File: src/rtl/cpu_ctrl_pkg.sv
// ---------------------------------------------------------------------------
// cpu_ctrl_pkg
//   Shared definitions for the multi-cycle CPU control path. The ALU control,
//   the datapath and mc_ctrl_fsm all import this package.
//   Contents:
//     - opcode localparams (instruction bits [31:26])
//     - state_t     : 4-bit main-control state encoding
//     - alu_op_t    : main control -> ALU control operation class
//     - pc_src_t    : PC input mux select
//     - alu_src_b_t : ALU operand B mux select
//     - op_supported(): opcode legality check
//   Optional feature macro: MC_CTRL_ADDI_EN (ADDI instruction support).
// ---------------------------------------------------------------------------
package cpu_ctrl_pkg;

    localparam logic [5:0] OP_RTYPE = 6'b000000;
    localparam logic [5:0] OP_LW    = 6'b100011;
    localparam logic [5:0] OP_SW    = 6'b101011;
    localparam logic [5:0] OP_BEQ   = 6'b000100;
    localparam logic [5:0] OP_J     = 6'b000010;
    localparam logic [5:0] OP_ADDI  = 6'b001000;

    // Encodings are visible on the debug state port, so they are fixed.
    typedef enum logic [3:0] {
        S_FETCH  = 4'd0,
        S_DECODE = 4'd1,
        S_MEMADR = 4'd2,
        S_MEMRD  = 4'd3,
        S_MEMWB  = 4'd4,
        S_MEMWR  = 4'd5,
        S_EXEC   = 4'd6,
        S_ALUWB  = 4'd7,
        S_BRANCH = 4'd8,
        S_JUMP   = 4'd9,
        S_ADDIEX = 4'd10,
        S_ADDIWB = 4'd11
    } state_t;

    typedef enum logic [1:0] {
        ALU_ADD   = 2'b00,
        ALU_SUB   = 2'b01,
        ALU_FUNCT = 2'b10
    } alu_op_t;

    typedef enum logic [1:0] {
        PC_ALU    = 2'b00,
        PC_ALUOUT = 2'b01,
        PC_JUMP   = 2'b10
    } pc_src_t;

    typedef enum logic [1:0] {
        SRCB_REG     = 2'b00,
        SRCB_FOUR    = 2'b01,
        SRCB_IMM     = 2'b10,
        SRCB_IMM_SH2 = 2'b11
    } alu_src_b_t;

    // True for every opcode the core decodes in this build.
    function automatic logic op_supported(input logic [5:0] op);
        logic ok;
        case (op)
            OP_RTYPE, OP_LW, OP_SW, OP_BEQ, OP_J: ok = 1'b1;
`ifdef MC_CTRL_ADDI_EN
            OP_ADDI:                             ok = 1'b1;
`endif
            default:                             ok = 1'b0;
        endcase
        return ok;
    endfunction

endpackage

File: src/rtl/mc_ctrl_fsm.sv
// ---------------------------------------------------------------------------
// mc_ctrl_fsm
//   Multi-cycle main control unit. Sequences the shared datapath through
//   fetch / decode / execute / memory / writeback and owns the req/ready
//   handshake to the unified instruction+data memory port.
//
//   Optional feature macro: MC_CTRL_ADDI_EN
//     defined     : ADDI (001000) runs through ADDIEX -> ADDIWB
//     not defined : ADDI is an illegal opcode; states 10/11 are unreachable
//
//   Ports
//     clk        in   system clock, rising edge
//     rst        in   synchronous active-high reset
//     op[5:0]    in   opcode (IR[31:26]), valid from DECODE onward
//     zero       in   ALU zero flag, used in BRANCH
//     mem_ready  in   memory completes current access this cycle
//     mem_req    out  memory access request
//     mem_we     out  write strobe, qualifies mem_req
//     iord       out  memory address select: 0 PC, 1 ALUOut
//     ir_we      out  instruction register load
//     pc_we      out  PC load
//     pc_src     out  PC mux: 00 ALU, 01 ALUOut, 10 jump target
//     alu_src_a  out  ALU A mux: 0 PC, 1 reg A
//     alu_src_b  out  ALU B mux: 00 B, 01 4, 10 imm, 11 imm<<2
//     alu_op     out  00 add, 01 sub, 10 funct-decoded
//     reg_we     out  register-file write
//     reg_dst    out  write register: 0 rt, 1 rd
//     mem_to_reg out  write data: 0 ALUOut, 1 MDR
//     illegal    out  one-cycle pulse in DECODE on unsupported opcode
//     state[3:0] out  current state for trace
// ---------------------------------------------------------------------------
module mc_ctrl_fsm
    import cpu_ctrl_pkg::*;
#(
    parameter logic [3:0] RESET_STATE = 4'd0
) (
    input  logic       clk,
    input  logic       rst,
    input  logic [5:0] op,
    input  logic       zero,
    input  logic       mem_ready,
    output logic       mem_req,
    output logic       mem_we,
    output logic       iord,
    output logic       ir_we,
    output logic       pc_we,
    output logic [1:0] pc_src,
    output logic       alu_src_a,
    output logic [1:0] alu_src_b,
    output logic [1:0] alu_op,
    output logic       reg_we,
    output logic       reg_dst,
    output logic       mem_to_reg,
    output logic       illegal,
    output logic [3:0] state
);

    state_t cur;
    state_t nxt;

    // The state register is the only storage in this block.
    always_ff @(posedge clk) begin
        if (rst) cur <= state_t'(RESET_STATE);
        else     cur <= nxt;
    end

    // -----------------------------------------------------------------------
    // Next-state logic
    // -----------------------------------------------------------------------
    always_comb begin
        nxt = cur;
        case (cur)
            S_FETCH:  if (mem_ready) nxt = S_DECODE;
            S_DECODE: begin
                case (op)
                    OP_LW, OP_SW: nxt = S_MEMADR;
                    OP_RTYPE:     nxt = S_EXEC;
                    OP_BEQ:       nxt = S_BRANCH;
                    OP_J:         nxt = S_JUMP;
`ifdef MC_CTRL_ADDI_EN
                    OP_ADDI:      nxt = S_ADDIEX;
`endif
                    default:      nxt = S_FETCH;   // illegal opcode
                endcase
            end
            // Only LW/SW reach MEMADR, so SW alone needs distinguishing.
            S_MEMADR: nxt = (op == OP_SW) ? S_MEMWR : S_MEMRD;
            S_MEMRD:  if (mem_ready) nxt = S_MEMWB;
            S_MEMWB:  nxt = S_FETCH;
            S_MEMWR:  if (mem_ready) nxt = S_FETCH;
            S_EXEC:   nxt = S_ALUWB;
            S_ALUWB:  nxt = S_FETCH;
            S_BRANCH: nxt = S_FETCH;
            S_JUMP:   nxt = S_FETCH;
`ifdef MC_CTRL_ADDI_EN
            S_ADDIEX: nxt = S_ADDIWB;
            S_ADDIWB: nxt = S_FETCH;
`endif
            default:  nxt = S_FETCH;
        endcase
    end

    // -----------------------------------------------------------------------
    // Output decode. Everything defaults to 0; reset forces all outputs low
    // in the same cycle so an in-flight memory request is dropped at once.
    // -----------------------------------------------------------------------
    always_comb begin
        mem_req    = 1'b0;
        mem_we     = 1'b0;
        iord       = 1'b0;
        ir_we      = 1'b0;
        pc_we      = 1'b0;
        pc_src     = PC_ALU;
        alu_src_a  = 1'b0;
        alu_src_b  = SRCB_REG;
        alu_op     = ALU_ADD;
        reg_we     = 1'b0;
        reg_dst    = 1'b0;
        mem_to_reg = 1'b0;
        illegal    = 1'b0;
        state      = 4'd0;

        if (!rst) begin
            state = cur;
            case (cur)
                S_FETCH: begin
                    // PC + 4 computed while the fetch is outstanding; IR and
                    // PC load together on the completing cycle.
                    mem_req   = 1'b1;
                    alu_src_b = SRCB_FOUR;
                    ir_we     = mem_ready;
                    pc_we     = mem_ready;
                end
                S_DECODE: begin
                    // Speculative branch target into ALUOut.
                    alu_src_b = SRCB_IMM_SH2;
                    illegal   = !op_supported(op);
                end
                S_MEMADR: begin
                    alu_src_a = 1'b1;
                    alu_src_b = SRCB_IMM;
                end
                S_MEMRD: begin
                    mem_req = 1'b1;
                    iord    = 1'b1;
                end
                S_MEMWB: begin
                    reg_we     = 1'b1;
                    mem_to_reg = 1'b1;
                end
                S_MEMWR: begin
                    mem_req = 1'b1;
                    mem_we  = 1'b1;
                    iord    = 1'b1;
                end
                S_EXEC: begin
                    alu_src_a = 1'b1;
                    alu_op    = ALU_FUNCT;
                end
                S_ALUWB: begin
                    reg_we  = 1'b1;
                    reg_dst = 1'b1;
                end
                S_BRANCH: begin
                    alu_src_a = 1'b1;
                    alu_op    = ALU_SUB;
                    pc_src    = PC_ALUOUT;
                    pc_we     = zero;
                end
                S_JUMP: begin
                    pc_src = PC_JUMP;
                    pc_we  = 1'b1;
                end
`ifdef MC_CTRL_ADDI_EN
                S_ADDIEX: begin
                    alu_src_a = 1'b1;
                    alu_src_b = SRCB_IMM;
                end
                S_ADDIWB: begin
                    reg_we = 1'b1;
                end
`endif
                default: ;
            endcase
        end
    end

endmodule
File: config.mk
export PLATFORM = sky130hd
export DESIGN_NAME = mc_ctrl_fsm
export DESIGN_NICKNAME = d
export VERILOG_FILES = /design/src/rtl/cpu_ctrl_pkg.sv /design/src/rtl/mc_ctrl_fsm.sv
export SDC_FILE = /design/constraint.sdc
export NUM_CORES = 1
export LEC_CHECK = 0
export ABC_AREA = 1
export CORE_AREA = 3 3 43 45
export CTS_CLUSTER_SIZE = 12
export DETAILED_ROUTE_END_ITERATION = 12
export DIE_AREA = 0 0 46 48
export PLACE_DENSITY = 0.86
export SLEW_MARGIN = 20
export SYNTH_ARGS = -nofsm -noshare
export SYNTH_HDL_FRONTEND = slang
export SYNTH_SLANG_ARGS = --single-unit
File: constraint.sdc
create_clock -name clk -period 1.5 [get_ports clk]
set_input_delay 0.3 -clock clk [delete_from_list [all_inputs] [get_ports clk]]
set_output_delay 0.3 -clock clk [all_outputs]
set_load 0.01 [all_outputs]
* Word-level counts from Yosys, hierarchy flattened
Index checks and enable logic that the tools add are counted.
** Word-level totals
- Register bits :: 4
- Input port bits :: 10
- Output and inout bits :: 20
- Word-level logic and storage cells :: 63
** Operators by class
- Eq/ne operators :: 16
- Multiplexer cells :: 36
- Reductions and logical operators :: 10
** Operators with widths (number)
- 4-bit one-hot mux with 6 select lines :: 1
- 1-bit 2-to-1 mux :: 22
- 4-bit by 3-bit == test with 1-bit output (second input constant) :: 4
- 4-bit 2-to-1 mux :: 4
- 4-bit one-hot mux with 4 select lines :: 1
- 6-bit == test (second input constant) :: 2
- 4-bit by 2-bit == test with 1-bit output (second input constant) :: 2
- 4-bit == test (second input constant) :: 2
- 2-bit one-hot mux with 2 select lines :: 2
- 6-bit by 2-bit == test with 1-bit output (second input constant) :: 1
- 6-bit by 3-bit == test with 1-bit output (second input constant) :: 1
- 6-bit logical NOT :: 1
- 2-bit 2-to-1 mux :: 3
- 2-bit inequality test (second input constant) :: 3
- 2-bit one-hot mux with 3 select lines :: 1
- 2-bit OR reduction :: 3
- 3-bit OR reduction :: 2
- 5-bit OR reduction :: 1
- 4-bit by 1-bit == test with 1-bit output (second input constant) :: 1
- 4-bit logical NOT :: 1
- 3-bit 2-to-1 mux :: 1
- 1-bit one-hot mux with 3 select lines :: 1
- 3-bit AND reduction :: 1
- 1-bit logical NOT :: 1

* Logic depth before layout (Yosys ltp)
Gate-level depths: netlist (run 1).
- Word-level depth :: 8
- Depth in mapped cells :: 8
- Depth with buffers taken out :: 8

* Least setup slack after synthesis (run 1)
Ideal clock, no wire load.
- Path type :: reg-to-output
- Start :: register cur[1]
- End :: output pc_src[0]
- Data arrival time :: 1.152 ns
- Required time :: 1.200 ns
- Slack :: 0.048 ns
- Stages on the path, launching flop included :: 7
- Path buffers :: 1
- Cells stage by stage :: dfxtp_1 -> nor2_1 -> inv_1 -> nor2_1 -> inv_1 -> nor2_1 -> buf_4
** On the way
- Longest elaborated chain between the ends :: 3
- Elaborated cells on any way between the ends :: 4
- Classes of those cells :: eq/ne (2); mux (2)
** Ends and longest elaborated chain
- start, declared :: RTL line mc_ctrl_fsm.sv:58 : state_t cur;
- start signal, assigned :: RTL line mc_ctrl_fsm.sv:63 : if (rst) cur <= state_t'(RESET_STATE);
- start signal, assigned :: RTL line mc_ctrl_fsm.sv:64 : else cur <= nxt;
- 4-bit == test :: RTL line mc_ctrl_fsm.sv:125 : case (cur)
- 2-bit one-hot mux with 2 select lines * :: RTL line mc_ctrl_fsm.sv:125
- 2-bit 2-to-1 mux * :: RTL line mc_ctrl_fsm.sv:123 : if (!rst) begin
- end, declared :: RTL line mc_ctrl_fsm.sv:47 : output logic [1:0] pc_src,
Every way passes the cells marked *; elsewhere a longest branch is shown, timed or not.

* Worst setup path after layout (run 1)
- Start :: register cur[1]
- End :: output alu_src_b[1]
** On the way
- Longest elaborated chain between the ends :: 3
- Elaborated cells on any way between the ends :: 5
- Classes of those cells :: eq/ne (2); mux (2); reduce/logical (1)
** Ends and longest elaborated chain
- 4-bit by 2-bit == test with 1-bit output (tied with other cells) :: RTL line mc_ctrl_fsm.sv:125
- 2-bit one-hot mux with 3 select lines * :: RTL line mc_ctrl_fsm.sv:125
- 2-bit 2-to-1 mux * :: RTL line mc_ctrl_fsm.sv:123
- end, declared :: RTL line mc_ctrl_fsm.sv:49 : output logic [1:0] alu_src_b,
Marked as above.

==> results of run 1 <==
==> layout make-up <==
type,instances,area [um^2],area share [%]
multi-input combinational,90,533,43.9
timing repair buffer,64,472,38.9
sequential,4,92.6,7.63
inverter,17,73.8,6.08
clock buffer,3,22.5,1.86
tap,16,20.0,1.65
==> critical path: stages, from the launching register on <==
cell and delay [ps]:
dfxtp_4 410, buf_4 140, nand2_4 70, nor2_4 130, nor2_2 50, nor2_1 130
buf_2 150
==> cell usage after synthesis, drive strengths merged <==
cell type,n
a31oi,1
buf,2
inv,17
nor3,3
nor2,33
a21oi,3
dfxtp,4
nand3,14
o21ai,2
nand2,34
==> metrics by stage <==
stage	setup WS, ps	instance area, um^2	hold slack, ps	total power, W
global placement	-605	1030	721	0.000365
floorplan	48.0	557	472	0.000221
CTS	-96.5	1080	584	0.000510
global route	-180	1210	494	0.000595
detailed placement	-633	1030	723	0.000371
finish	-119	1210	476	0.000565
==> worst max path at each step <==
stage,from,endpoint,slack (ps)
after floorplan,cur[1]$_SDFFE_PP0P_,pc_src[0],50
after global placement,op[2],illegal,-600
after detailed placement,op[4],illegal,-630
after CTS,cur[3]$_SDFFE_PP0P_,alu_src_a,-100
after global routing,cur[3]$_SDFFE_PP0P_,illegal,-180
final,cur[1]$_SDFFE_PP0P_,alu_src_b[1],-120
==> power breakdown <==
| group | internal (W) | switching (W) |
|---|---|---|
| registers | 0.000112 | 0.0000151 |
| logic | 0.000145 | 0.000157 |
| clock network | 0.0000896 | 0.0000463 |
| total | 0.000346 | 0.000218 |
==> per-layer routing <==
layer  GRT usage (%)  wire (um)  part of all wire, %
met1            30.4       1140                   39
met2            41.5       1410                   48
met3            2.63        232                  7.9
met4            13.6        138                  4.7
met5               0          0                    0
==> kinds of logic after synthesis <==
logic type	share of synthesized area, %
AND/OR/NAND/NOR	66.3
flip-flops	14.4
AO/OA/AOI/OAI	5.62
buffers and inverters	13.7
==> timing repair <==
action	4_1_cts	5_1_grt
pin swaps	10	10
buffers inserted	4	7
setup endpoints to repair	20	17
resized for setup	104	31
==> flow_summary.yaml, run 1 <==
run_status:
  violations: "negative setup slack"
  status: "finished, violations left"
cells_and_area:
  num-nets-final: 190
  antenna_cells: 0
  drive_gt1_share_pct: 55.1
  largest-register: "cur"
  fin_util_pct: 80.6
  layout_common_cells: "buf_4 (33), nand2_1 (28), nor2_1 (16), buf_2 (16)"
  layout.cells.non_filler: 194
  num-fill-cells: 94
  reg.largest.list: "cur (4)"
  synthToLayoutAreaGrowth_pct: 118
  largest_register_ffs: 4
  layout_commonest_cell: "buf_4"
global_routing:
  grt_antenna_before_repair: 0
  grt_max_degree: 10
  grt_pass1_wl_um: 3920
  overflow: 0
  track_usage_pct: 24.6
  grt_pass1_vias: 863
clock_network:
  numCtsBuffers: 3
  cts_max_level: 1
  cts-root-buf: "clkbuf_4"
  cts_tree: "built"
  ctsHoldBuffers: 0
  clk_latency_ps: 240
  cts_buffer_depth: 2
  cts.clk_slew.worst_paths_ps: 40
  clock-sinks: 4
min_path:
  worstHoldPathCells: 3
  hold_start: "rst"
  hold_class: "in2reg"
  worstHoldEndpoint: "cur[3]$_SDFFE_PP0P_"
floorplan:
  coreArea_um2: 1510
  rows: 14
  initial_core_util_pct: 37.0
  die_h_um: 48
  io_pins: 30
  dieArea_um2: 2210
  die_x_um: 46
setup_path:
  timing.rr.start: "cur[1]$_SDFFE_PP0P_"
  startpoint_type: "flop"
  crit_path_max_fanout: 6
  cp-end-kind: "primary output"
  rrSetupSlack_ps: 90
  rr_endpoint: "cur[2]$_SDFFE_PP0P_"
  worstPathRequired_ps: 1200
  critical_path_class: "reg2out"
  reg2regPathDepth: 8
  critPathArrivalTime_ps: 1320
drt:
  drc: 0
  viasPerCell: 5.47
  drt-pass1-iter-count: 4
  routed_wl_um: 2930
  wl_per_cell_um: 15.1
  antenna_left: 0
  drt_iter0_drc: 56
  vias: 1061
sta:
  post-route-min-period_ps: 1620
  tns_ps: -1110
  maxSlewHeadroom_pct: 81.9
  finalCritPeriodShare_pct: 108
  slew_viol_final: 0
  grt_setup_unrepaired: "true"
  clock.fmax_mhz: 618
  setup_ws_ps: -119
  setup_viol: 16
  clock_skew_ps: 1.77
  tightest_slew_ps: 269
  hold_viol_final: 0
yosys:
  synth-seq-cells: 4
  netlist_area_um2: 557
  postSynthCellCount: 113
  ys_types: 17
  yosysTopAreaCell: "nand2_1"
  yosys_warnings: 0
  synth.net_count: 123
  synthTopCellsByArea: "nand2_1 (22%), nor2_1 (19%), dfxtp_1 (14%)"
  seq_area_frac_synth_pct: 14.4
  avgSynthCellArea_um2: 4.93
  netlist.area_leader.share_pct: 21.6
placed_design:
  port_buffers: 29
  gp_congestion: 0.888
  placedCellCount: 180
  place_hpwl_um: 1680
power_and_ir_drop:
  ir_drop_mv: 0.466
  power.density_nw_per_um2: 465
  p_leak_nw: 0.643
job:
  maxCapViolations: 0
No activity file was read; power rests on OpenSTA's default activity.
==> run 2: changes to the inputs <==
- CELL_PAD_IN_SITES_DETAIL_PLACEMENT: unset -> 0
- CELL_PAD_IN_SITES_GLOBAL_PLACEMENT: unset -> 2
- CORE_AREA: 3 3 43 45 -> 3 3 63 65
- DIE_AREA: 0 0 46 48 -> 0 0 66 68
- PLACE_DENSITY: 0.86 -> 0.87
==> run 2 against run 1 <==
The flow still finishes with violations (negative setup slack). Clock skew increased by 10 ps. Fmax decreased by 0.34%. First-iteration DRC count decreased by 55%. Critical endpoint is now pc_we.
==> flow_summary.yaml, run 2 (synthesis gave the netlist of run 1 again) <==
run_status:
  status: "finished, violations left"
  violations: "negative setup slack"
sta:
  setup_viol: 13
  post-route-min-period_ps: 1620
  clock_skew_ps: 11.9
  maxSlewHeadroom_pct: 84.0
  hold_viol_final: 0
  slew_viol_final: 0
  tightest_slew_ps: 237
  grt_setup_unrepaired: "true"
  tns_ps: -706
  setup_ws_ps: -124
  clock.fmax_mhz: 616
  finalCritPeriodShare_pct: 108
setup_path:
  cp_slowest_cell: "dfxtp_4"
  worstPathRequired_ps: 1200
  crit_path_max_fanout: 4
  cp_cell_sequence: "buf_6 > nor2_4 > buf_6 > nand3_2 > a31oi_1 > buf_2"
  startpoint_type: "flop"
  timing.rr.start: "cur[0]$_SDFFE_PP0P_"
  reg2regPathDepth: 12
  rrSetupSlack_ps: -30
  critical_path_class: "reg2out"
  cp-end-kind: "primary output"
  rr_endpoint: "cur[0]$_SDFFE_PP0P_"
  critPathArrivalTime_ps: 1320
  cp_slowest_stage_delay_ps: 350
  path_common_cell: "buf_6"
floorplan:
  die_h_um: 68
  io_pins: 30
  rows: 21
  dieArea_um2: 4490
  coreArea_um2: 3390
  initial_core_util_pct: 16.4
  die_x_um: 66
min_path:
  hold_class: "in2reg"
  worstHoldEndpoint: "cur[3]$_SDFFE_PP0P_"
  hold_start: "rst"
  worstHoldPathCells: 3
drt:
  antenna_left: 0
  routed_wl_um: 2520
  vias: 944
  drt_iter0_drc: 25
  drt-pass1-iter-count: 4
  wl_per_cell_um: 10.9
  drc: 0
  viasPerCell: 4.09
placed_design:
  port_buffers: 29
  placed_area_um2: 1120
  place_hpwl_um: 1770
  dp_worst_setup_slack_ps: -646
  gp_congestion: 0.834
cells_and_area:
  drive_gt1_share_pct: 62.2
  layout_commonest_cell: "buf_4"
  antenna_cells: 0
  largest-register: "cur"
  largest_register_ffs: 4
  fin_util_pct: 40.2
  reg.largest.list: "cur (4)"
  stdcell_area_um2: 1360
  synthToLayoutAreaGrowth_pct: 145
  layout_common_cells: "buf_4 (36), nand2_1 (25), buf_2 (16)"
  num-nets-final: 197
clock_network:
  numCtsBuffers: 3
  cts_buffer_depth: 2
  cts_max_level: 1
  cts.clk_slew.worst_paths_ps: 50
  ctsHoldBuffers: 0
  clock-sinks: 4
  cts_tree: "built"
  cts-root-buf: "clkbuf_4"
  clk_latency_ps: 250
job:
  maxCapViolations: 0
power_and_ir_drop:
  p_leak_nw: 0.698
  power.density_nw_per_um2: 429
  ir_drop_mv: 0.286
global_routing:
  grt_antenna_before_repair: 0
  grt_pass1_vias: 982
  grt_pass1_wl_um: 4280
  grt_max_degree: 10
  overflow: 0
  track_usage_pct: 12.3
run 2: changes by cell type in the layout (fill, tap and decap cells not counted), sizes merged:
cell	before	now
clkdlybuf4s15	1	0
dlygate4sd2	7	5
dlymetal6s2s	0	2
buf	52	60
run 2: how the worst max path moves through the flow:
stage	end	slack (ps)	depth (start not counted)	startpoint
detailed placement	illegal	-650	6	op[0]
CTS	illegal	-170	6	op[2]
global route	pc_we	-200	6	cur[0]$_SDFFE_PP0P_
floorplan	pc_src[0]	50	6	cur[1]$_SDFFE_PP0P_
global placement	illegal	-640	6	op[4]
finish	pc_we	-120	6	cur[0]$_SDFFE_PP0P_
run 2: critical path, delay by kind of cell (launching register included):
family	cells	cell delay [ps]
flops	1	350
simple gates	2	180
compound gates	1	170
buf+inv	3	380
run 2: layout make-up:
type	count	area (um^2)
Clock buffer	3	22.5
Fill cell	364	2030
Inverter	17	71.3
Multi-Input combinational cell	90	578
Sequential cell	4	95.1
Tap cell	46	57.6
Timing Repair Buffer	71	539
run 2: metrics by stage:
step                      power, W  instances  hold slack, ps
after global routing      0.000627        231             511
after CTS                 0.000572        231             595
after detailed placement  0.000379        216             751
after floorplan           0.000221        113             472
after global placement    0.000378        216             752
final                     0.000585        231             479
run 2: repair_timing:
item / CTS / global route
pin swaps: 13 / 13
buffers inserted: 13 / 0
setup endpoints to repair: 20 / 21
gates resized for setup: 134 / 23
run 2: layer usage:
metal,GRT usage [%],share of wire (%),vias up
li1,-,-,494
met1,14.4,44,425
met2,22.9,50,21
met3,1.97,4.5,4
met4,3.81,1.5,0
met5,0,0,-
run 2: power breakdown:
| part | switching [W] | leakage [nW] | internal (W) |
|---|---|---|---|
| sequential | 0.00000933 | 0.0355 | 0.000109 |
| combinational | 0.000158 | 0.648 | 0.000159 |
| clock | 0.0000590 | 0.0138 | 0.0000905 |
==> run 3: changes to the inputs <==
--- a/config.mk
+++ b/config.mk
@@ -10,6 +10,6 @@
 export CELL_PAD_IN_SITES_GLOBAL_PLACEMENT = 2
-export CORE_AREA = 3 3 63 65
+export CORE_AREA = 2 2 62 64
 export CTS_CLUSTER_SIZE = 12
 export DETAILED_ROUTE_END_ITERATION = 12
-export DIE_AREA = 0 0 66 68
+export DIE_AREA = 0 0 64 66
 export PLACE_DENSITY = 0.87
--- a/constraint.sdc
+++ b/constraint.sdc
@@ -3,2 +3,2 @@
 set_output_delay 0.3 -clock clk [all_outputs]
-set_load 0.01 [all_outputs]
+set_load 0.02 [all_outputs]
==> run 3 against run 2 <==
The run still ends with negative setup slack left. Critical path depth fell by 1. Sequential share of layout area is 0.46 points lower. Clock power is 8% lower. Clock skew is 5.4 ps lower. Critical endpoint is now illegal. Largest cell class is now non-clock buffers.
==> flow_summary.yaml, run 3 (synthesis gave the netlist of run 1 again) <==
run_status:
  status: "finished, violations left"
  violations: "negative setup slack"
drt:
  drt-pass1-iter-count: 4
  wl_per_cell_um: 10.7
  drt_iter0_drc: 32
  drc: 0
  viasPerCell: 4.00
  routed_wl_um: 2470
  antenna_left: 0
  vias: 924
placed_design:
  place_hpwl_um: 1790
  placedCellCount: 218
  dp_worst_setup_slack_ps: -709
  port_buffers: 29
  gp_congestion: 0.817
floorplan:
  rows: 22
  io_pins: 30
  coreArea_um2: 3550
  die_x_um: 64
  dieArea_um2: 4220
  initial_core_util_pct: 15.7
  die_h_um: 66
global_routing:
  overflow: 0
  grt_pass1_wl_um: 4080
  track_usage_pct: 12.2
  grt_pass1_vias: 967
  grt_antenna_before_repair: 0
  grt_max_degree: 8
cells_and_area:
  layout.cells.non_filler: 231
  layout_common_cells: "buf_4 (42), nand2_1 (27), nor2_1 (15)"
  antenna_cells: 0
  num-nets-final: 195
  largest-register: "cur"
  largest_register_ffs: 4
  layout_commonest_cell: "buf_4"
  ff_latch_area_um2: 92.6
  num-fill-cells: 375
  synthToLayoutAreaGrowth_pct: 155
  multi_input_area_um2: 571
  drive_gt1_share_pct: 59.6
  reg.largest.list: "cur (4)"
setup_path:
  worstPathRequired_ps: 1200
  critical_path_class: "reg2out"
  crit_path_max_fanout: 3
  reg2regPathDepth: 10
  cp-end-kind: "primary output"
  rrSetupSlack_ps: 90
  startpoint_type: "flop"
  rr_endpoint: "cur[0]$_SDFFE_PP0P_"
  critPathArrivalTime_ps: 1310
  timing.rr.start: "cur[0]$_SDFFE_PP0P_"
sta:
  clock_skew_ps: 6.56
  whs_ps: 685
  maxSlewHeadroom_pct: 83.7
  slew_viol_final: 0
  post-route-min-period_ps: 1610
  tns_ps: -723
  setup_viol: 13
  grt_setup_unrepaired: "true"
  setup_ws_ps: -112
  finalCritPeriodShare_pct: 107
  hold_viol_final: 0
  clock.fmax_mhz: 620
  tightest_slew_ps: 244
clock_network:
  cts-root-buf: "clkbuf_4"
  cts_max_level: 1
  cts.clk_slew.worst_paths_ps: 40
  cts_tree: "built"
  clock-sinks: 4
  clk_latency_ps: 240
  numCtsBuffers: 3
  ctsHoldBuffers: 0
  cts_buffer_depth: 2
power_and_ir_drop:
  power.density_nw_per_um2: 433
  ir_drop_mv: 0.361
  power.total_w: 0.000616
  p_leak_nw: 0.679
min_path:
  worstHoldPathCells: 3
  hold_class: "in2reg"
  worstHoldEndpoint: "cur[3]$_SDFFE_PP0P_"
  hold_start: "rst"
job:
  maxCapViolations: 0
==> run 3: cell type report <==
| type | instances | share of cell area (%) |
|---|---|---|
| multi-input combinational | 90 | 40.1 |
| inverter | 17 | 5.19 |
| sequential | 4 | 6.51 |
| clock buffer | 3 | 1.58 |
| tap | 48 | 4.23 |
| timing repair buffer | 69 | 42.3 |
==> run 3: routing by layer <==
metal | part of all wire [%] | up-vias | GRT usage [%]
met5 | 0 | - | 0
met4 | 0.57 | 0 | 2.45
met3 | 3.2 | 3 | 2.39
met2 | 56 | 18 | 24.2
met1 | 40 | 413 | 13.1
li1 | - | 490 | -
==> run 3: worst max-delay path, cell delays in order, from the launching register on <==
cell	delay [ps]
dfxtp_4	350
buf_6	130
nor3_4	180
nand2_1	80
nor3_2	170
buf_4	160
==> run 3: how the worst max path moves through the flow <==
stage,start,to,cells past startpoint
floorplan,cur[3]$_SDFFE_PP0P_,illegal,5
global placement,op[1],illegal,6
detailed placement,op[2],illegal,6
CTS,cur[3]$_SDFFE_PP0P_,alu_src_b[1],7
global route,cur[3]$_SDFFE_PP0P_,illegal,6
finish,cur[1]$_SDFFE_PP0P_,illegal,5
==> run 3: power breakdown <==
| part | internal [W] | switching, W |
|---|---|---|
| registers | 0.000111 | 0.0000108 |
| clock network | 0.0000897 | 0.0000478 |
| logic | 0.000180 | 0.000176 |
==> run 3: repair_timing <==
action / 4_1_cts / 5_1_grt
resized for setup: 151 / 22
endpoints found under the setup margin: 20 / 21
setup buffers: 8 / 3
pin swaps: 15 / 13
==> run 3: per-stage QoR <==
step,utilization (%),instance area (um^2)
after floorplan,-,576
after global placement,32.1,1140
after detailed placement,32.1,1140
after CTS,37.6,1330
after global routing,40.0,1420
final,40.0,1420
